File: src/rtl/cdc_sync_data_scheduler.sv
// Round-robin scheduler sharing one open-loop CDC data synchronizer between NUM_REQ requesters.
// Latency: req sampled in IDLE -> sync_enable/ack on the next cycle; one transfer per 1+HOLDOFF cycles.
// Backpressure: requesters hold req/data until ack; en=0 blocks new grants but lets the current transfer finish.
module cdc_sync_data_scheduler #(
    parameter int NUM_REQ    = 4,
    parameter int DATA_WIDTH = 16,
    parameter int ID_WIDTH   = 2,
    parameter int HOLDOFF    = 4
) (
    input  logic                           clk,
    input  logic                           resetn,
    input  logic                           en,
    input  logic [NUM_REQ-1:0]             req,
    input  logic [NUM_REQ*DATA_WIDTH-1:0]  req_data,
    output logic [NUM_REQ-1:0]             ack,
    output logic                           sync_enable,
    output logic [ID_WIDTH+DATA_WIDTH-1:0] sync_bits,
    output logic                           busy,
    output logic [ID_WIDTH-1:0]            grant_id
);

    localparam int CNT_W = (HOLDOFF > 1) ? $clog2(HOLDOFF) : 1;

    typedef enum logic [1:0] {IDLE, LAUNCH, HOLD} state_t;

    state_t                         state, state_nxt;
    logic [ID_WIDTH-1:0]            ptr, ptr_nxt;
    logic [CNT_W-1:0]               cnt, cnt_nxt;
    logic                           win_vld;
    logic [ID_WIDTH-1:0]            win_id;
    logic                           launch;
    logic [NUM_REQ-1:0]             ack_nxt;
    logic                           sync_enable_nxt;
    logic [ID_WIDTH+DATA_WIDTH-1:0] sync_bits_nxt;
    logic                           busy_nxt;
    logic [ID_WIDTH-1:0]            grant_id_nxt;

    // First set request at or after the pointer, wrapping; ptr is always < NUM_REQ.
    always_comb begin
        int idx;
        idx     = 0;
        win_vld = 1'b0;
        win_id  = '0;
        for (int k = 0; k < NUM_REQ; k++) begin
            idx = int'(ptr) + k;
            if (idx >= NUM_REQ) idx = idx - NUM_REQ;
            if (!win_vld && req[idx]) begin
                win_vld = 1'b1;
                win_id  = ID_WIDTH'(idx);
            end
        end
    end

    always_comb begin
        state_nxt       = state;
        ptr_nxt         = ptr;
        cnt_nxt         = cnt;
        ack_nxt         = '0;
        sync_enable_nxt = 1'b0;
        sync_bits_nxt   = sync_bits;
        busy_nxt        = busy;
        grant_id_nxt    = grant_id;
        launch          = 1'b0;
        case (state)
            IDLE: begin
                if (en && win_vld) launch = 1'b1;
            end
            LAUNCH: begin
                state_nxt = HOLD;
                cnt_nxt   = CNT_W'(HOLDOFF - 1);
            end
            HOLD: begin
                if (cnt != '0) begin
                    cnt_nxt = cnt - CNT_W'(1);
                end else if (en && win_vld) begin
                    launch = 1'b1;
                end else begin
                    state_nxt = IDLE;
                    busy_nxt  = 1'b0;
                end
            end
            default: state_nxt = IDLE;
        endcase
        if (launch) begin
            state_nxt       = LAUNCH;
            sync_enable_nxt = 1'b1;
            ack_nxt         = NUM_REQ'(1) << win_id;
            sync_bits_nxt   = {win_id, req_data[win_id*DATA_WIDTH +: DATA_WIDTH]};
            grant_id_nxt    = win_id;
            busy_nxt        = 1'b1;
            ptr_nxt         = (int'(win_id) == NUM_REQ - 1) ? '0 : win_id + ID_WIDTH'(1);
        end
    end

    always_ff @(posedge clk or negedge resetn) begin
        if (!resetn) begin
            state       <= IDLE;
            ptr         <= '0;
            cnt         <= '0;
            ack         <= '0;
            sync_enable <= 1'b0;
            sync_bits   <= '0;
            busy        <= 1'b0;
            grant_id    <= '0;
        end else begin
            state       <= state_nxt;
            ptr         <= ptr_nxt;
            cnt         <= cnt_nxt;
            ack         <= ack_nxt;
            sync_enable <= sync_enable_nxt;
            sync_bits   <= sync_bits_nxt;
            busy        <= busy_nxt;
            grant_id    <= grant_id_nxt;
        end
    end

endmodule

File: config.mk
export PLATFORM = sky130hd
export DESIGN_NAME = cdc_sync_data_scheduler
export DESIGN_NICKNAME = d
export VERILOG_FILES = /design/src/rtl/cdc_sync_data_scheduler.sv
export SDC_FILE = /design/constraint.sdc
export NUM_CORES = 1
export LEC_CHECK = 0
export CORE_UTILIZATION = 39
export CTS_CLUSTER_SIZE = 8
export DETAILED_ROUTE_END_ITERATION = 10
export GPL_TIMING_DRIVEN = 0
export PLACE_DENSITY = 0.82
export SETUP_SLACK_MARGIN = 0.2
export SYNTH_ARGS = -nofsm -noshare
export SYNTH_HDL_FRONTEND = slang
export SYNTH_SLANG_ARGS = --single-unit
File: constraint.sdc
create_clock -name clk -period 2.2 [get_ports clk]
set_input_delay 0.44 -clock clk [delete_from_list [all_inputs] [get_ports clk]]
set_output_delay 0.44 -clock clk [all_outputs]
set_load 0.005 [all_outputs]
# == Word-level counts from Yosys, hierarchy flattened ==
# Cells that the tools add are included.
# word_totals
regBits,32
inputBits,71
wordCells,90
# op_classes
add_sub_neg,9
n_lt_le_gt_ge,8
n_eq_ne,9
shifts,2
mux,40
reduce_logical,14
# ops
op,n
$lt A32 B4 Y1 const B,4
$mux W32,4
$shiftx A64 B7 Y16,1
$mux W1,19
$mux W2,9
$sub A3 B3 Y4 const B,3
$ge A3 B3 Y1 const B,3
$bmux W1 S2,4
$ne A2 B2 Y1 const B,4
$add A2 B2 Y3 const B,2
$ne A3 B3 Y1 const B,2
$pmux W2 S3,1
$reduce_and A3 Y1,2
$reduce_bool A2 Y1,3
$eq A2 B1 Y1 const B,2
$logic_and A1 B1 Y1,4
$mux W4,1
$pmux W2 S2,1
$shl A1 B2 Y4 const A,1
$sub A2 B3 Y4 const B,1
$add A2 B1 Y3 const B,1
$ge A2 B3 Y1 const B,1
$logic_not A1 Y1,3
$add A2 B1 Y2 const B,1
other kinds (5),5

# == Longest topological paths before layout ==
# depth
word_depth,21
mapped_depth,9

# == Least setup slack after synthesis ==
# Ideal clock, no wire load.
# synth_path
path_kind,register to register
from,reg cnt[0]
to,reg sync_bits[10]
setup_ns,0.086
t_arrival_ns,1.693
t_required_ns,2.114
slack_ns,0.422
stages_incl_launch_ff,10
path_buffers,2
synth_period_minus_slack_ns,1.778
path_cell_list,dfrtp_1 inv_1 ha_1 nor2b_1 or3_1 buf_4 inv_4 nand3_2 buf_4 o221ai_2
# synth_via
elab_chain_len,3
# synth_lines
element,line_no,text
"start, declared",28,"logic [CNT_W-1:0] cnt, cnt_nxt;"
"start signal, assigned",108,cnt <= cnt_nxt;
$reduce_bool A2 Y1,73,if (cnt != '0) begin
$mux W1,73,
$pmux W1 S2,64,case (state)
"end signal, assigned",111,sync_bits <= sync_bits_nxt;
"end, declared",17,"output logic [ID_WIDTH+DATA_WIDTH-1:0] sync_bits,"
# No other way between the ends.
# A chain may end at the register's enable or synchronous reset.

# == Final worst setup path ==
# layout_path
from,in en
to,reg sync_bits[13]
# layout_via
elab_chain_len,4
# layout_lines
element,line_no,text
"start, declared",12,"input logic en,"
$logic_and A1 B1 Y1 *,"66, 75",
$mux W1 *,"66, 75",
$mux W1,73,
$pmux W1 S2 *,64,
# Every way passes the cells marked *; elsewhere a longest branch is shown, timed or not.

==> metrics list <==
- The run finished with clean final reports.
* Type of origin of the critical path: input port
* Fraction of synthesized cell area taken by the top area cell type: between 40% and 50%
- Cell accounting for the most synthesized area: dfrtp_1
* Total inserted antenna cells: 0
* Buffers from clock root to sink, at most: 2
* Clock-pin slew on the worst setup and hold paths: ~0.06 ns
- Initial core utilization: around 41%
* Via total after detailed routing: 1665
* Drt total wl: 4560 um
- Overall power of the completed layout: 0.00309 W
- Setup-failing EPs final: 0
- In the final routed layout, each cell accounts on average for roughly 14 um.
* Count of flip-flops with a built-in enable after synthesis: 0
- Detailed placer's ending HPWL: around 3500 um
* Vias per cell: approximately 5.2
- The placed instances occupy a cell area of 2810 sq um.
* Count of TritonRoute iterations in the first routing pass: 4
* Largest net degree at the start of global routing: 31
- TritonCTS built the clock tree.
- Worst Path Arrival: roughly 2.1 ns
* Most common cell after layout, fill and taps aside: clkdlybuf4s50_1
- The worst path in the final design needs a cycle of 1.89 ns, including I/O delays and setup.
- The analysis attributes to cell leakage a power of around 1.3 nW.
- Relative to the synthesized area, the layout overhead comes to 65.5%.
* Final core occ: roughly two thirds
- Leaving out filler cells and counting taps, the final layout contains around 320.
* Buffer type at the clock tree root: clkbuf_8
- Summing all non-filler instances in the final layout gives an area of 2960 sq um.
- First-pass GRT wire length: around 7700 um
* Initial antenna violation count: 0
- STA classifies the critical path endpoint as a flip-flop.
- Floorplan die height: 69.7 um
* Final period util: 85.8%
* Worst-Skew Late Latency: ~0.28 ns
- Area of the core: 4380 sq um
* Ratio of cells with drive above 1 in the final layout: 15.6%
* Post-CTS Hold Buffers: 0
- Based on the critical path, the design can be clocked at up to approximately 530 MHz.
- Synthesis produced about 170 cells.
* Count of unique library cells instantiated by Yosys: 38
- At the pin with the least slew margin, the transition time is about 0.66 ns.
- Per-instance average area after synthesis: about 11 sq um
- Setup repair after global routing left no endpoint under its margin.
- After floorplanning, the core was divided into 24 placement rows.
* Number of nets in the layout: about 350
* Start-to-end type of the worst setup path: input port to flip-flop
* Number of storage elements in the synthesis netlist: 30
- Measured against its own limit, the worst slew margin works out to a little under three fifths.
- After synthesis the cells add up to 1790 sq um.
- In this run, the number of DRC markers left after iteration 0 of detailed routing was 54.
- Cts bufs inserted: 5
- The floorplan step defined a die boundary enclosing about 4900 sq um.
* Synthesized Nets: ~240
- After synthesis, flip-flops and latches occupy 42.0% of the total area.
- Buffers placed on the I/O ports in this run total 96.
* Ranking of synthesized cells by area: dfrtp_1 (42%), mux2i_1 (17%), o221ai_2 (7.6%)
- The multi-input combinational cells in the finished layout cover a total of 961 sq um.
* Crit path required time: roughly 2.4 ns
- The number of global-route vias before repair came to 1636.
- Async SR Flop Fraction: between 90% and 100%
* Worst IR Drop VDD: about 0.0006 V
- Number of failing hold endpoints at the final stage: 0
- The tool flagged a number of max-cap violations equal to 0.
- The number of cells on the worst reg-to-reg path is 9.
- Including well taps, the total number of placed cells is around 310.
- In the global route stage, overall resource usage came out at between 10% and 20%.
* Highest fanout seen on the critical path: 10
* Power per standard cell area: roughly 1000 nW/um^2
- Registers take 751 sq um.
- The final count of pins violating max slew was 0.
* CTS sink count: 30
* Most frequently used flop master after synthesis: dfrtp_1
* Boundary pin count: slightly below 100
* Layout fillers: around 350
- Global-route congestion overflow total: 0
- The detail route stage leaves a number of antenna-violating nets equal to 0.
- The clock arrives with approximately 0.0085 ns of skew.
- Die boundary width: 69.7 um
- Worst min-delay path class: input port to asynchronous set/reset pin
- GPL Wtd Cong: ~0.8
- Most frequent cells in the layout: clkdlybuf4s50_1 (91), mux2i_1 (30), dfrtp_1 (30)
- Yosys synthesis warning count: 0
* DRC errors left: 0
- CTS built an H-tree with a depth of 2.
synth_stat cells, drive strengths merged, types with 2 or more instances:
master,n
o22a,2
o221ai,15
inv,6
a21oi,4
nor2,7
o21ai,6
mux2i,30
buf,9
nand3,2
nand2,23
a21o,2
nor2b,5
ha,5
o2111ai,2
and2,5
dfrtp,30
state kept, by name (all words and copies together) (netlist names):
register / cells
ack: 4
cnt: 2
sync_enable: 1
sync_bits: 18
ptr: 2
state: 2
busy: 1
kinds of logic after synthesis:
group,synth area share (%)
adder cells (fa/ha/maj),3.50
AO/OA/AOI/OAI,17.5
flip-flops,42.0
multiplexers,17.4
buffers and inverters,5.53
AND/OR/NAND/NOR,14.0
area by class of cell:
class                      count  area share [%]
multi-input combinational    118            32.5
timing repair buffer          99            32.9
inverter                       7            1.14
sequential                    30            25.4
tap                           52            2.20
clock buffer                   6            2.79
buffer                        10            3.05
metrics by stage:
step	setup slack (ns)	setup TNS, ns	hold slack (ns)
final	0.312	0	0.186
after global routing	0.193	0	0.228
after CTS	0.269	0	0.494
after detailed placement	-0.381	-7.19	0.477
after global placement	-0.397	-7.26	0.468
after floorplan	0.422	0	0.144
power breakdown:
part	switching [W]	internal, W	leakage, nW
Sequential	0.000162	0.000789	0.373
Clock	0.000188	0.000240	0.0431
Combinational	0.000725	0.000985	0.883
Total	0.00107	0.00201	1.30
repair_timing:
action,4_1_cts,5_1_grt
resized for setup,15,2
endpoints found under the setup margin,24,10
pin swaps,2,1
buffers inserted,2,1
critical path: stages:
cell,delay [ns]
clkdlybuf4s50_1,0.47
o41ai_2,0.08
or3_1,0.35
buf_4,0.17
inv_4,0.11
nand3_4,0.14
buf_8,0.19
o221ai_2,0.12
per-layer routing:
metal  vias up  share of wire [%]  global-route usage (%)
li1        808                  -                       -
met1       789                 41                    24.5
met2        61                 50                    33.8
met3         7                7.1                    6.83
met4         0                1.3                    4.00
met5         -                  0                       0
worst paths after layout:
path	startpoint	end	slack, ns
setup reg to reg	cnt[0]	sync_bits[13]	0.32
setup / recovery	en	sync_bits[13]	0.31
min in group clk	sync_bits[14]	sync_bits[14]	0.49
hold reg to reg	sync_bits[14]	sync_bits[14]	0.49
max in group asynchronous	resetn	cnt[0]	1.58
hold / removal	resetn	ack[0]	0.19
Power figures use the tool's default switching activity.
